<file path="config.mk">
export PLATFORM = sky130hd
export DESIGN_NAME = sync_fifo_ctrl
export DESIGN_NICKNAME = d
export VERILOG_FILES = /design/src/rtl/sync_fifo_pkg.sv /design/src/rtl/fifo_ptr_ctr.sv /design/src/rtl/sync_fifo_ctrl.sv
export SDC_FILE = /design/constraint.sdc
export NUM_CORES = 1
export LEC_CHECK = 0
export ABC_AREA = 1
export ABC_CLOCK_PERIOD_IN_PS = 4200
export BUFFER_PORTS_ARGS = -buffer_cell sky130_fd_sc_hd__buf_4
export CORE_UTILIZATION = 54
export CTS_CLUSTER_SIZE = 10
export DETAILED_ROUTE_END_ITERATION = 6
export GPL_ROUTABILITY_DRIVEN = 0
export PLACE_DENSITY = 0.81
export SLEW_MARGIN = 20
export SYNTH_ARGS = -nofsm -noshare
export SYNTH_HDL_FRONTEND = slang
export SYNTH_SLANG_ARGS = --single-unit
</file>
<file path="constraint.sdc">
create_clock -name clk_i -period 4.2 [get_ports clk_i]
set_input_delay 0.42 -clock clk_i [delete_from_list [all_inputs] [get_ports clk_i]]
set_output_delay 0.42 -clock clk_i [all_outputs]
set_load 0.05 [all_outputs]
</file>
<file path="src/rtl/sync_fifo_pkg.sv">
// ============================================================================
// Module  : sync_fifo_pkg
// Brief   : Shared types and sizing helper for the single-clock FIFO controller.
// Revision: 1.0 - initial release
// ============================================================================
`default_nettype none

package sync_fifo_pkg;

  typedef struct packed {
    logic full;
    logic empty;
    logic afull;
    logic aempty;
  } fifo_flags_t;

  localparam fifo_flags_t C_FLAGS_RST = '{full: 1'b0, empty: 1'b1, afull: 1'b0, aempty: 1'b1};

  // Occupancy width must hold the value DEPTH itself, hence depth+1.
  function automatic int fifo_cnt_wd(input int depth);
    return $clog2(depth + 1);
  endfunction

endpackage

`default_nettype wire

</file>
<file path="src/rtl/fifo_ptr_ctr.sv">
// ============================================================================
// Module  : fifo_ptr_ctr
// Brief   : Modulo-DEPTH address counter with sync reset, flush and increment.
// Revision: 1.0 - initial release
// ============================================================================
`default_nettype none

module fifo_ptr_ctr #(
  parameter int DEPTH  = 1024,
  parameter int PTR_WD = $clog2(DEPTH)
) (
  input  logic              clk_i,
  input  logic              rst_i,
  input  logic              clr_i,
  input  logic              inc_i,
  output logic [PTR_WD-1:0] ptr_o
);

  localparam logic [PTR_WD-1:0] C_LAST = PTR_WD'(DEPTH - 1);

  logic [PTR_WD-1:0] r_ptr;

  always_ff @(posedge clk_i) begin
    if (rst_i || clr_i) begin
      r_ptr <= '0;
    end else if (inc_i) begin
      // Explicit wrap so non-power-of-2 depths never address past DEPTH-1.
      r_ptr <= (r_ptr == C_LAST) ? '0 : r_ptr + PTR_WD'(1);
    end
  end

  assign ptr_o = r_ptr;

endmodule

`default_nettype wire

</file>
<file path="src/rtl/sync_fifo_ctrl.sv">
// ============================================================================
// Module  : sync_fifo_ctrl
// Brief   : Single-clock FIFO pointer/flag controller driving an external SDP RAM.
// Revision: 1.0 - initial release
// ============================================================================
`default_nettype none

module sync_fifo_ctrl
  import sync_fifo_pkg::*;
#(
  parameter int DEPTH  = 1024,
  parameter int PTR_WD = $clog2(DEPTH),
  parameter int CNT_WD = fifo_cnt_wd(DEPTH)
) (
  input  logic              clk_i,
  input  logic              rst_i,
  input  logic              clr_i,
  input  logic              w_en_i,
  input  logic              r_en_i,
  input  logic              err_clr_i,
  input  logic [CNT_WD-1:0] afull_thr_i,
  input  logic [CNT_WD-1:0] aempty_thr_i,
  output logic              w_we_o,
  output logic [PTR_WD-1:0] w_addr_o,
  output logic              r_re_o,
  output logic [PTR_WD-1:0] r_addr_o,
  output logic [CNT_WD-1:0] data_cnt_o,
  output logic              full_o,
  output logic              empty_o,
  output logic              afull_o,
  output logic              aempty_o,
  output logic              ovf_o,
  output logic              udf_o
);

  localparam logic [CNT_WD-1:0] C_DEPTH = CNT_WD'(DEPTH);

  logic              w_wacc;
  logic              w_racc;
  logic              w_ovf_set;
  logic              w_udf_set;
  logic [CNT_WD-1:0] w_cnt_nxt;
  fifo_flags_t       w_flags_nxt;

  logic [CNT_WD-1:0] r_cnt;
  fifo_flags_t       r_flags;
  logic              r_ovf;
  logic              r_udf;

  always_comb begin
    w_wacc    = w_en_i & ~r_flags.full  & ~clr_i;
    w_racc    = r_en_i & ~r_flags.empty & ~clr_i;
    w_ovf_set = w_en_i &  r_flags.full  & ~clr_i;
    w_udf_set = r_en_i &  r_flags.empty & ~clr_i;

    if (clr_i) begin
      w_cnt_nxt = '0;
    end else begin
      w_cnt_nxt = r_cnt + CNT_WD'(w_wacc) - CNT_WD'(w_racc);
    end

    // Flags come from the next count so they line up with data_cnt_o.
    w_flags_nxt.full   = (w_cnt_nxt == C_DEPTH);
    w_flags_nxt.empty  = (w_cnt_nxt == '0);
    w_flags_nxt.afull  = (w_cnt_nxt >= afull_thr_i);
    w_flags_nxt.aempty = (w_cnt_nxt <= aempty_thr_i);
  end

  always_ff @(posedge clk_i) begin
    if (rst_i) begin
      r_cnt   <= '0;
      r_flags <= C_FLAGS_RST;
      r_ovf   <= 1'b0;
      r_udf   <= 1'b0;
    end else begin
      r_cnt   <= w_cnt_nxt;
      r_flags <= w_flags_nxt;
      r_ovf   <= w_ovf_set | (r_ovf & ~err_clr_i);
      r_udf   <= w_udf_set | (r_udf & ~err_clr_i);
    end
  end

  fifo_ptr_ctr #(
    .DEPTH  (DEPTH),
    .PTR_WD (PTR_WD)
  ) u_wr_ptr (
    .clk_i  (clk_i),
    .rst_i  (rst_i),
    .clr_i  (clr_i),
    .inc_i  (w_wacc),
    .ptr_o  (w_addr_o)
  );

  fifo_ptr_ctr #(
    .DEPTH  (DEPTH),
    .PTR_WD (PTR_WD)
  ) u_rd_ptr (
    .clk_i  (clk_i),
    .rst_i  (rst_i),
    .clr_i  (clr_i),
    .inc_i  (w_racc),
    .ptr_o  (r_addr_o)
  );

  assign w_we_o     = w_wacc;
  assign r_re_o     = w_racc;
  assign data_cnt_o = r_cnt;
  assign full_o     = r_flags.full;
  assign empty_o    = r_flags.empty;
  assign afull_o    = r_flags.afull;
  assign aempty_o   = r_flags.aempty;
  assign ovf_o      = r_ovf;
  assign udf_o      = r_udf;

endmodule

`default_nettype wire

</file>
==> impl_metrics.py, run 1 <==
metrics = {
    "routing": {
        "wire_per_inst_um": 11.63,
        "first_pass_iters": 4,
        "totalWireLength_um": 6255,
        "dr_wl_met3_um": 233,
        "vias": 2723,
        "ant_nets": 0,
        "dr.max_layer_used": "met4",
        "drc_errors": 0,
        "met2_length_um": 3040,
        "viasPerCell": 5.061,
        "wl_met1_um": 2902,
        "drtIter0Drc": 165,
    },
    "place": {
        "placed_cells": 530,
        "place_ws_ns": 0.5106,
        "io_buffers": 66,
        "hpwl_um": 5129,
    },
    "clocking": {
        "cts_buffers": 5,
        "cts.sinks": 37,
        "postCtsSetupBuffers": 0,
        "clkLatencyLatePin_ns": 0.29,
        "cts-resized-gates": 0,
        "clk_pin_slew_ns": 0.08,
        "postCtsHoldBufs": 0,
        "cts_tree": "built",
        "htree_levels": 2,
        "clock_path_buffers": 2,
        "cts_root_buf": "clkbuf_8",
    },
    "worst_setup_path": {
        "required_ns": 4.38,
        "critical_path_class": "in2reg",
        "cp.arrival_ns": 3.57,
        "start_kind": "input pin",
        "cp_max_fo": 14,
        "critPathCaptureType": "flip-flop",
    },
    "final_layout": {
        "num-nets-final": 534,
        "drive_gt1_frac": 0.1953,
        "final_common_cell": "nand2_1",
        "area_delta_synth_final_pct": 25.30,
        "fillCellCount": 425,
        "antennaDiodeCount": 0,
        "finalNonFillerCells": 538,
        "final_cell_mix": "nand2_1, inv_1, buf_4",
    },
    "floorplan": {
        "start_util": 0.5668,
        "rows": 25,
        "fp.dieH_um": 72.65,
        "dieArea_um2": 5277,
        "coreArea_um2": 4755,
        "ioPinCount": 67,
        "die_w_um": 72.65,
    },
    "timing": {
        "worst_slack_ns": 0.8081,
        "max_freq_ghz": 0.2948,
        "period_share": 0.8076,
        "clock_skew_ns": 0.004350,
        "max_slew_margin": 0.6942,
        "setup_viol": 0,
        "hold_viol": 0,
        "finalCriticalPeriod_ns": 3.392,
        "worstMarginPinSlew_ns": 0.4556,
        "rsz0062_at_grt": "false",
        "maxSlewViolCount": 0,
        "fin_setup_tns_ns": 0,
    },
    "yosys": {
        "synth_fp_nets": 465,
        "syn-cell-area_um2": 2695,
        "yosys_most_used_dff": "dfxtp_1",
        "netlist_instances": 401,
        "async_flop_share": 0,
        "synth_cell_types": 34,
        "yosysWarnings": 0,
        "ys_seq_area_frac": 0.2748,
        "ys_top_cells_by_area": "dfxtp_1, ha_1, nand2_1, inv_1, nor2_1",
        "netlist.area_leader.share": 0.2748,
        "yosys.area.top_type": "dfxtp_1",
        "synth-seq-cells": 37,
        "syn-mean-instance-area_um2": 6.721,
        "synth_edf_count": 0,
    },
    "flow_run": {
        "max-cap-violations": 0,
    },
    "power_and_ir_drop": {
        "power.density_nw_per_um2": 508.4,
        "pwr-share-clk": 0.189,
        "total_leakage_power_nw": 1.782,
        "peakVddDrop_mv": 0.3600,
        "power.internal_mw": 0.9153,
        "switching_share": 0.4668,
        "switchingPower_mw": 0.8015,
        "power_mw": 1.717,
        "pwr-share-seq": 0.245,
        "combPwrFrac": 0.566,
    },
    "hold_path": {
        "hold_class": "in2reg",
    },
    "global_routing": {
        "grt_pass1_wl_um": 10490,
        "grt-ovfl-total": 0,
        "antenna_found_initial": 0,
        "grt_max_degree": 15,
        "grt_pass1_vias": 2473,
        "grtUsageTotal": 0.2532,
    },
    "run_status": {
        "outcome": "completed",
    },
}
area by class of cell:
type / count / area, um^2 / area share
clock buffer: 6 / 82.58 / 0.02445
clock inverter: 2 / 37.54 / 0.01112
inverter: 80 / 300.3 / 0.08892
multi-input combinational: 280 / 1637 / 0.4846
sequential: 37 / 740.7 / 0.2193
tap: 67 / 83.83 / 0.02482
timing repair buffer: 66 / 495.5 / 0.1467
cells in the mapped netlist (all sizes together) (3+ instances only):
cell    instances
o21ai          11
nand3b          3
nand4           6
a21oi          30
ha             35
nor3b           3
xor2            3
nand3          33
nand2          85
dfxtp          37
or2             3
inv            79
nor2           48
nor3            9
critical path, stage by stage:
cell      delay, ns
buf_4          0.13
inv_2          0.21
nand3_2        0.20
inv_1          0.18
ha_1           0.15
inv_1          0.04
ha_1           0.23
fa_1           0.45
nand3_1        0.11
nand3_1        0.09
nand2_1        0.07
nand2_1        0.04
nor2_1         0.26
ha_1           0.32
nand2_1        0.14
nor2_1         0.06
a211oi_1       0.18
nand3_1        0.10
a21oi_1        0.13
nor2_1         0.05
kinds of logic (layout without fill, tap and decap cells):
kind of cell / count (synthesis) / in the layout / synth area share
AND/OR/NAND/NOR: 194 / 194 / 0.3305
buffers and inverters: 84 / 154 / 0.1179
AO/OA/AOI/OAI: 45 / 45 / 0.09053
flip-flops: 37 / 37 / 0.2748
adder cells (fa/ha/maj): 36 / 36 / 0.1699
XOR/XNOR: 5 / 5 / 0.01625
power by group through the flow:
stage                     sequential, mW  clock (mW)  combinational (mW)
after global placement             0.426           0               0.933
final                              0.421       0.325               0.971
after detailed placement           0.427           0               0.955
after CTS                          0.420       0.329               0.962
after floorplan                    0.559           0               0.593
after global routing               0.425       0.341                1.10
metrics by stage:
step                  util  hold WS, ns  cell area (um^2)
detailed placement  0.6850       0.4831              3257
global route        0.7103       0.4189              3377
CTS                 0.7103       0.4084              3377
global placement    0.6850       0.4596              3257
finish              0.7103       0.4020              3377
floorplan                -       0.4981              2695
state kept, by name, indices dropped and copies added (netlist names):
name            cells
data_cnt_o         11
u_wr_ptr.ptr_o     10
empty_o             1
ovf_o               1
afull_o             1
full_o              1
aempty_o            1
u_rd_ptr.ptr_o     10
udf_o               1
worst paths after layout:
path                            slack, ns  depth (start not counted)      start       to
worst max-delay path                 0.81                         20      clr_i  afull_o
worst min-delay path                 0.40                          4  err_clr_i    udf_o
worst max register to register       0.88                         19    empty_o  afull_o
worst min register to register       0.49                          2      udf_o    udf_o
per-layer routing:
metal	vias up	track usage
met5	-	0
met4	0	0.06754
met3	6	0.04282
met2	65	0.4195
met1	1235	0.3410
li1	1417	-
Power figures use the tool's default switching activity.
==> run 2, diff against run 1 <==
--- a/config.mk
+++ b/config.mk
@@ -6,7 +6,7 @@
 export NUM_CORES = 1
 export LEC_CHECK = 0
 export ABC_AREA = 1
-export ABC_CLOCK_PERIOD_IN_PS = 4200
+export ABC_CLOCK_PERIOD_IN_PS = 3300
 export BUFFER_PORTS_ARGS = -buffer_cell sky130_fd_sc_hd__buf_4
 export CORE_UTILIZATION = 54
 export CTS_CLUSTER_SIZE = 10
==> constraint.sdc (replaced) <==
create_clock -name clk_i -period 3.3 [get_ports clk_i]
set_input_delay 0.33 -clock clk_i [delete_from_list [all_inputs] [get_ports clk_i]]
set_output_delay 0.33 -clock clk_i [all_outputs]
set_load 0.05 [all_outputs]
==> run 2 against run 1 <==
Compared with the run above: sequential cell count is the same; sequential power grew 27%; worst setup slack lost 0.58 ns; final area grew 0.82%; global-route usage grew 0.19 points; combinational power grew 31%; total power grew 23%.
==> impl_metrics.py, run 2 (synthesized netlist as in run 1, its figures left out) <==
metrics = {
    "clocking": {
        "cts-resized-gates": 0,
        "clock_path_buffers": 2,
        "cts_root_buf": "clkbuf_8",
        "postCtsSetupBuffers": 0,
        "clk_pin_slew_ns": 0.07,
        "clkLatencyLatePin_ns": 0.29,
        "cts.sinks": 37,
        "htree_levels": 2,
        "cts_tree": "built",
        "postCtsHoldBufs": 0,
        "cts_buffers": 5,
    },
    "final_layout": {
        "final_cell_mix": "nand2_1, inv_1, buf_4",
        "area_delta_synth_final_pct": 26.32,
        "num-nets-final": 537,
        "largest_reg_flops": 11,
        "final_common_cell": "nand2_1",
        "drive_gt1_frac": 0.2152,
        "antennaDiodeCount": 0,
    },
    "timing": {
        "clock_skew_ns": 0.006934,
        "hold_viol": 0,
        "max_freq_ghz": 0.3257,
        "fin_hold_ws_ns": 0.3054,
        "finalCriticalPeriod_ns": 3.070,
        "worstMarginPinSlew_ns": 0.4842,
        "setup_viol": 0,
        "maxSlewViolCount": 0,
        "fin_setup_tns_ns": 0,
        "rsz0062_at_grt": "false",
        "period_share": 0.9303,
        "max_slew_margin": 0.6751,
    },
    "power_and_ir_drop": {
        "total_leakage_power_nw": 1.780,
        "power.internal_mw": 1.088,
        "pwr-share-clk": 0.145,
        "switching_share": 0.4840,
        "switchingPower_mw": 1.021,
        "power.density_nw_per_um2": 619.3,
        "peakVddDrop_mv": 0.3825,
        "combPwrFrac": 0.601,
        "pwr-share-seq": 0.254,
    },
    "place": {
        "hpwl_um": 5125,
        "io_buffers": 66,
    },
    "routing": {
        "wire_per_inst_um": 11.63,
        "viasPerCell": 5.017,
        "ant_nets": 0,
        "drtIter0Drc": 127,
        "first_pass_iters": 4,
        "totalWireLength_um": 6292,
        "vias": 2714,
        "drc_errors": 0,
    },
    "global_routing": {
        "antenna_found_initial": 0,
        "grt_pass1_wl_um": 10560,
        "grt-ovfl-total": 0,
        "grt_pass1_vias": 2428,
        "grt_max_degree": 15,
        "grtUsageTotal": 0.2551,
    },
    "floorplan": {
        "dieArea_um2": 5277,
        "ioPinCount": 67,
        "start_util": 0.5668,
        "die_w_um": 72.65,
        "coreArea_um2": 4755,
        "rows": 25,
        "fp.dieH_um": 72.65,
    },
    "worst_setup_path": {
        "required_ns": 3.48,
        "cp.arrival_ns": 3.25,
        "critical_path_class": "reg2reg",
        "critPathCaptureType": "flip-flop",
        "cp_max_fo": 7,
        "start_kind": "flip-flop",
    },
    "hold_path": {
        "hold_class": "in2reg",
    },
    "flow_run": {
        "max-cap-violations": 0,
    },
    "run_status": {
        "outcome": "completed",
    },
}
run 2: worst paths after layout:
| kind | startpoint | to | slack (ns) | cells after the start |
|---|---|---|---|---|
| max | empty_o | afull_o | 0.23 | 20 |
| min | err_clr_i | ovf_o | 0.31 | 4 |
| max reg2reg | empty_o | afull_o | 0.23 | 20 |
| min reg2reg | ovf_o | ovf_o | 0.47 | 2 |
run 2: worst max-delay path, stage by stage, from the launching register on:
cell        delay, ns
dfxtp_4          0.36
inv_2            0.04
nand3_4          0.09
clkinvlp_4       0.12
ha_4             0.26
inv_1            0.03
ha_2             0.20
fa_2             0.40
nand3_2          0.11
nand2_1          0.06
nand3_1          0.08
nand3b_1         0.10
nand3_2          0.10
inv_1            0.06
ha_1             0.29
a21oi_1          0.14
nor2_1           0.05
a211oi_1         0.17
nand3_1          0.10
a21oi_1          0.13
nor2_1           0.05
run 2: area by class of cell:
cell class	count	area (um^2)
Clock inverter	2	10.01
Fill cell	442	1350
Inverter	80	304.0
Sequential cell	37	744.5
Timing Repair Buffer	69	518.0
Tap cell	67	83.83
Clock buffer	6	72.57
Multi-Input combinational cell	280	1672
run 2: power by group through the flow:
| stage | sequential, mW | combinational (mW) | clock [mW] |
|---|---|---|---|
| finish | 0.536 | 1.27 | 0.306 |
| global route | 0.542 | 1.42 | 0.334 |
| CTS | 0.536 | 1.26 | 0.312 |
| detailed placement | 0.545 | 1.25 | 0 |
| global placement | 0.546 | 1.22 | 0 |
| floorplan | 0.714 | 0.767 | 0 |
run 2: per-layer routing:
layer  GRT usage  routed length (um)
met5           0                   0
met2      0.4226                3056
met1      0.3367                2922
met3     0.04420                 266
met4     0.08279                  47
run 2: stage by stage:
step	util	total power, mW	cells	instance area [um^2]	worst slack [ns]
2_1_floorplan	-	1.482	401	2738	0.001034
3_3_place_gp	0.6987	1.765	533	3322	0.2068
3_5_place_dp	0.6987	1.800	533	3322	0.1029
4_1_cts	0.7161	2.106	541	3405	0.2309
5_1_grt	0.7161	2.298	541	3405	0.0001839
6_report	0.7161	2.108	541	3405	0.2300
==> run 3, diff against run 2 <==
--- a/config.mk
+++ b/config.mk
@@ -13,6 +13,7 @@
 export DETAILED_ROUTE_END_ITERATION = 6
 export GPL_ROUTABILITY_DRIVEN = 0
 export PLACE_DENSITY = 0.81
+export REMOVE_ABC_BUFFERS = 1
 export SLEW_MARGIN = 20
 export SYNTH_ARGS = -nofsm -noshare
 export SYNTH_HDL_FRONTEND = slang
==> run 3 against run 2 <==
Compared with the run above: register-to-register slack hardly changed; die area stayed put; critical path type unchanged; critical endpoint unchanged; final area is 0.55% higher; clock power is 28% higher; highest routed layer unchanged; count of clock-buffer cells in the layout is 1 lower; non-clock buffer count is 2 higher; critical path depth stayed put; global-route usage is 1.1 points higher; sequential power hardly changed; first-iteration DRC count is 39% higher.
==> impl_metrics.py, run 3 (synthesized netlist as in run 1, its figures left out) <==
metrics = {
    "clocking": {
        "clock_path_buffers": 2,
        "cts.sinks": 37,
        "postCtsSetupBuffers": 0,
        "cts_buffers": 5,
        "cts_tree": "built",
        "clk_pin_slew_ns": 0.08,
        "clkLatencyLatePin_ns": 0.29,
        "htree_levels": 2,
        "cts_root_buf": "clkbuf_8",
    },
    "worst_setup_path": {
        "cp.arrival_ns": 3.25,
        "worstPathCellList": "inv_1, nand3_2, inv_1, ha_1, inv_1, ha_1, fa_2, nand3_2, nand2_1, nand3_1, nand3b_1, nand3_2, inv_1, ha_1, a21oi_1, nor2_1, a211oi_2, nand3_1, a21oi_1, nor2_1",
        "critPathCaptureType": "flip-flop",
        "critical_path_class": "reg2reg",
        "r2r-start": "empty_o",
        "reg2reg_to": "afull_o",
        "crit_top_cell": "inv_1",
        "reg2reg_depth": 20,
        "path_buf_inv": 4,
        "r2r_slack_ns": 0.23,
        "max_stage_delay_ns": 0.39,
        "start_kind": "flip-flop",
        "crit_path_top_delay_cell": "fa_2",
        "crit_cells": 20,
        "cpLargestDelayFamily": "adder cells",
        "cp_max_fo": 5,
        "required_ns": 3.48,
    },
    "routing": {
        "ant_nets": 0,
        "vias": 2791,
        "drc_errors": 0,
        "wire_per_inst_um": 12.51,
        "drtIter0Drc": 176,
        "viasPerCell": 5.149,
        "totalWireLength_um": 6778,
        "first_pass_iters": 4,
    },
    "power_and_ir_drop": {
        "power.density_nw_per_um2": 651.1,
        "pwr-share-clk": 0.176,
        "pwr-share-seq": 0.239,
        "peakVddDrop_mv": 0.3639,
        "power_mw": 2.229,
        "switchingPower_mw": 1.062,
        "switching_share": 0.4765,
        "total_leakage_power_nw": 1.811,
        "power.internal_mw": 1.167,
        "combPwrFrac": 0.584,
    },
    "place": {
        "io_buffers": 66,
        "hpwl_um": 5383,
    },
    "final_layout": {
        "fin_util": 0.7200,
        "drive_gt1_frac": 0.2147,
        "fillCellCount": 440,
        "final_common_cell": "nand2_1",
        "final_cell_mix": "nand2_1, inv_1, buf_4",
        "seqCellArea_um2": 742.0,
        "multi_input_area_um2": 1660,
        "antennaDiodeCount": 0,
        "area_delta_synth_final_pct": 27.02,
        "num-nets-final": 539,
        "largest_reg_flops": 11,
    },
    "floorplan": {
        "ioPinCount": 67,
        "rows": 25,
        "dieArea_um2": 5277,
        "start_util": 0.5668,
        "die_w_um": 72.65,
        "coreArea_um2": 4755,
        "fp.dieH_um": 72.65,
    },
    "global_routing": {
        "grt_max_degree": 15,
        "grt_pass1_wl_um": 10940,
        "grt_pass1_vias": 2530,
        "antenna_found_initial": 0,
        "grt-ovfl-total": 0,
        "grtUsageTotal": 0.2657,
    },
    "timing": {
        "max_slew_margin": 0.7159,
        "hold_viol": 0,
        "clock_skew_ns": 0.006585,
        "worstMarginPinSlew_ns": 0.4233,
        "finalCriticalPeriod_ns": 3.066,
        "rsz0062_at_grt": "false",
        "period_share": 0.9292,
        "fin_setup_tns_ns": 0,
        "maxSlewViolCount": 0,
        "fin_hold_ws_ns": 0.3159,
        "setup_viol": 0,
        "max_freq_ghz": 0.3261,
    },
    "hold_path": {
        "holdCritStartpoint": "err_clr_i",
        "timing.hold.worst_endpoint": "ovf_o",
        "hold_class": "in2reg",
        "hold_path_depth": 4,
    },
    "flow_run": {
        "max-cap-violations": 0,
    },
    "run_status": {
        "outcome": "completed",
    },
}
==> run 3: worst register-to-register path, cell delays in order, from the launching register on <==
cell      delay (ns)
dfxtp_2         0.35
inv_1           0.05
nand3_2         0.07
inv_1           0.07
ha_1            0.28
inv_1           0.04
ha_1            0.22
fa_2            0.39
nand3_2         0.12
nand2_1         0.06
nand3_1         0.09
nand3b_1        0.11
nand3_2         0.11
inv_1           0.06
ha_1            0.29
a21oi_1         0.14
nor2_1          0.07
a211oi_2        0.16
nand3_1         0.09
a21oi_1         0.14
nor2_1          0.06
==> run 3: timing repair <==
item | CTS | global route
resized for setup | 0 | 6
setup endpoints to repair | 0 | 2
hold buffers | 0 | 0
hold endpoints to repair | 0 | 0
==> run 3: worst max path at each step <==
stage | to | startpoint | slack [ns]
floorplan | afull_o | empty_o | -0.36
global placement | afull_o | clr_i | 0.17
detailed placement | afull_o | clr_i | 0.008
CTS | afull_o | empty_o | 0.07
global route | afull_o | empty_o | 0.05
finish | afull_o | empty_o | 0.23
==> run 3: power groups by stage <==
stage | Combinational (mW) | Sequential (mW) | Clock, mW
2_1_floorplan | 0.752 | 0.712 | 0
3_3_place_gp | 1.21 | 0.542 | 0
3_5_place_dp | 1.25 | 0.542 | 0
4_1_cts | 1.26 | 0.533 | 0.395
5_1_grt | 1.44 | 0.540 | 0.413
6_report | 1.30 | 0.534 | 0.393
==> run 3: metal layers <==
metal | up-vias | track usage | part of all wire
met5 | - | 0 | 0
met4 | 0 | 0.1002 | 0.022
met3 | 16 | 0.04972 | 0.055
met2 | 95 | 0.4496 | 0.49
met1 | 1252 | 0.3353 | 0.44
li1 | 1428 | - | -
==> run 3: cell type report <==
class                      instances  area share
tap                               67     0.02449
sequential                        37      0.2167
clock buffer                       5     0.02010
multi-input combinational        280      0.4850
timing repair buffer              71      0.1557
clock inverter                     2     0.01023
inverter                          80     0.08772
==> run 3: stage by stage <==
step | instances | cell area [um^2] | setup WS [ns]
floorplan | 397 | 2678 | -0.3588
global placement | 535 | 3294 | 0.1671
detailed placement | 535 | 3294 | 0.008225
CTS | 542 | 3398 | 0.06716
global route | 542 | 3423 | 0.05299
finish | 542 | 3423 | 0.2336
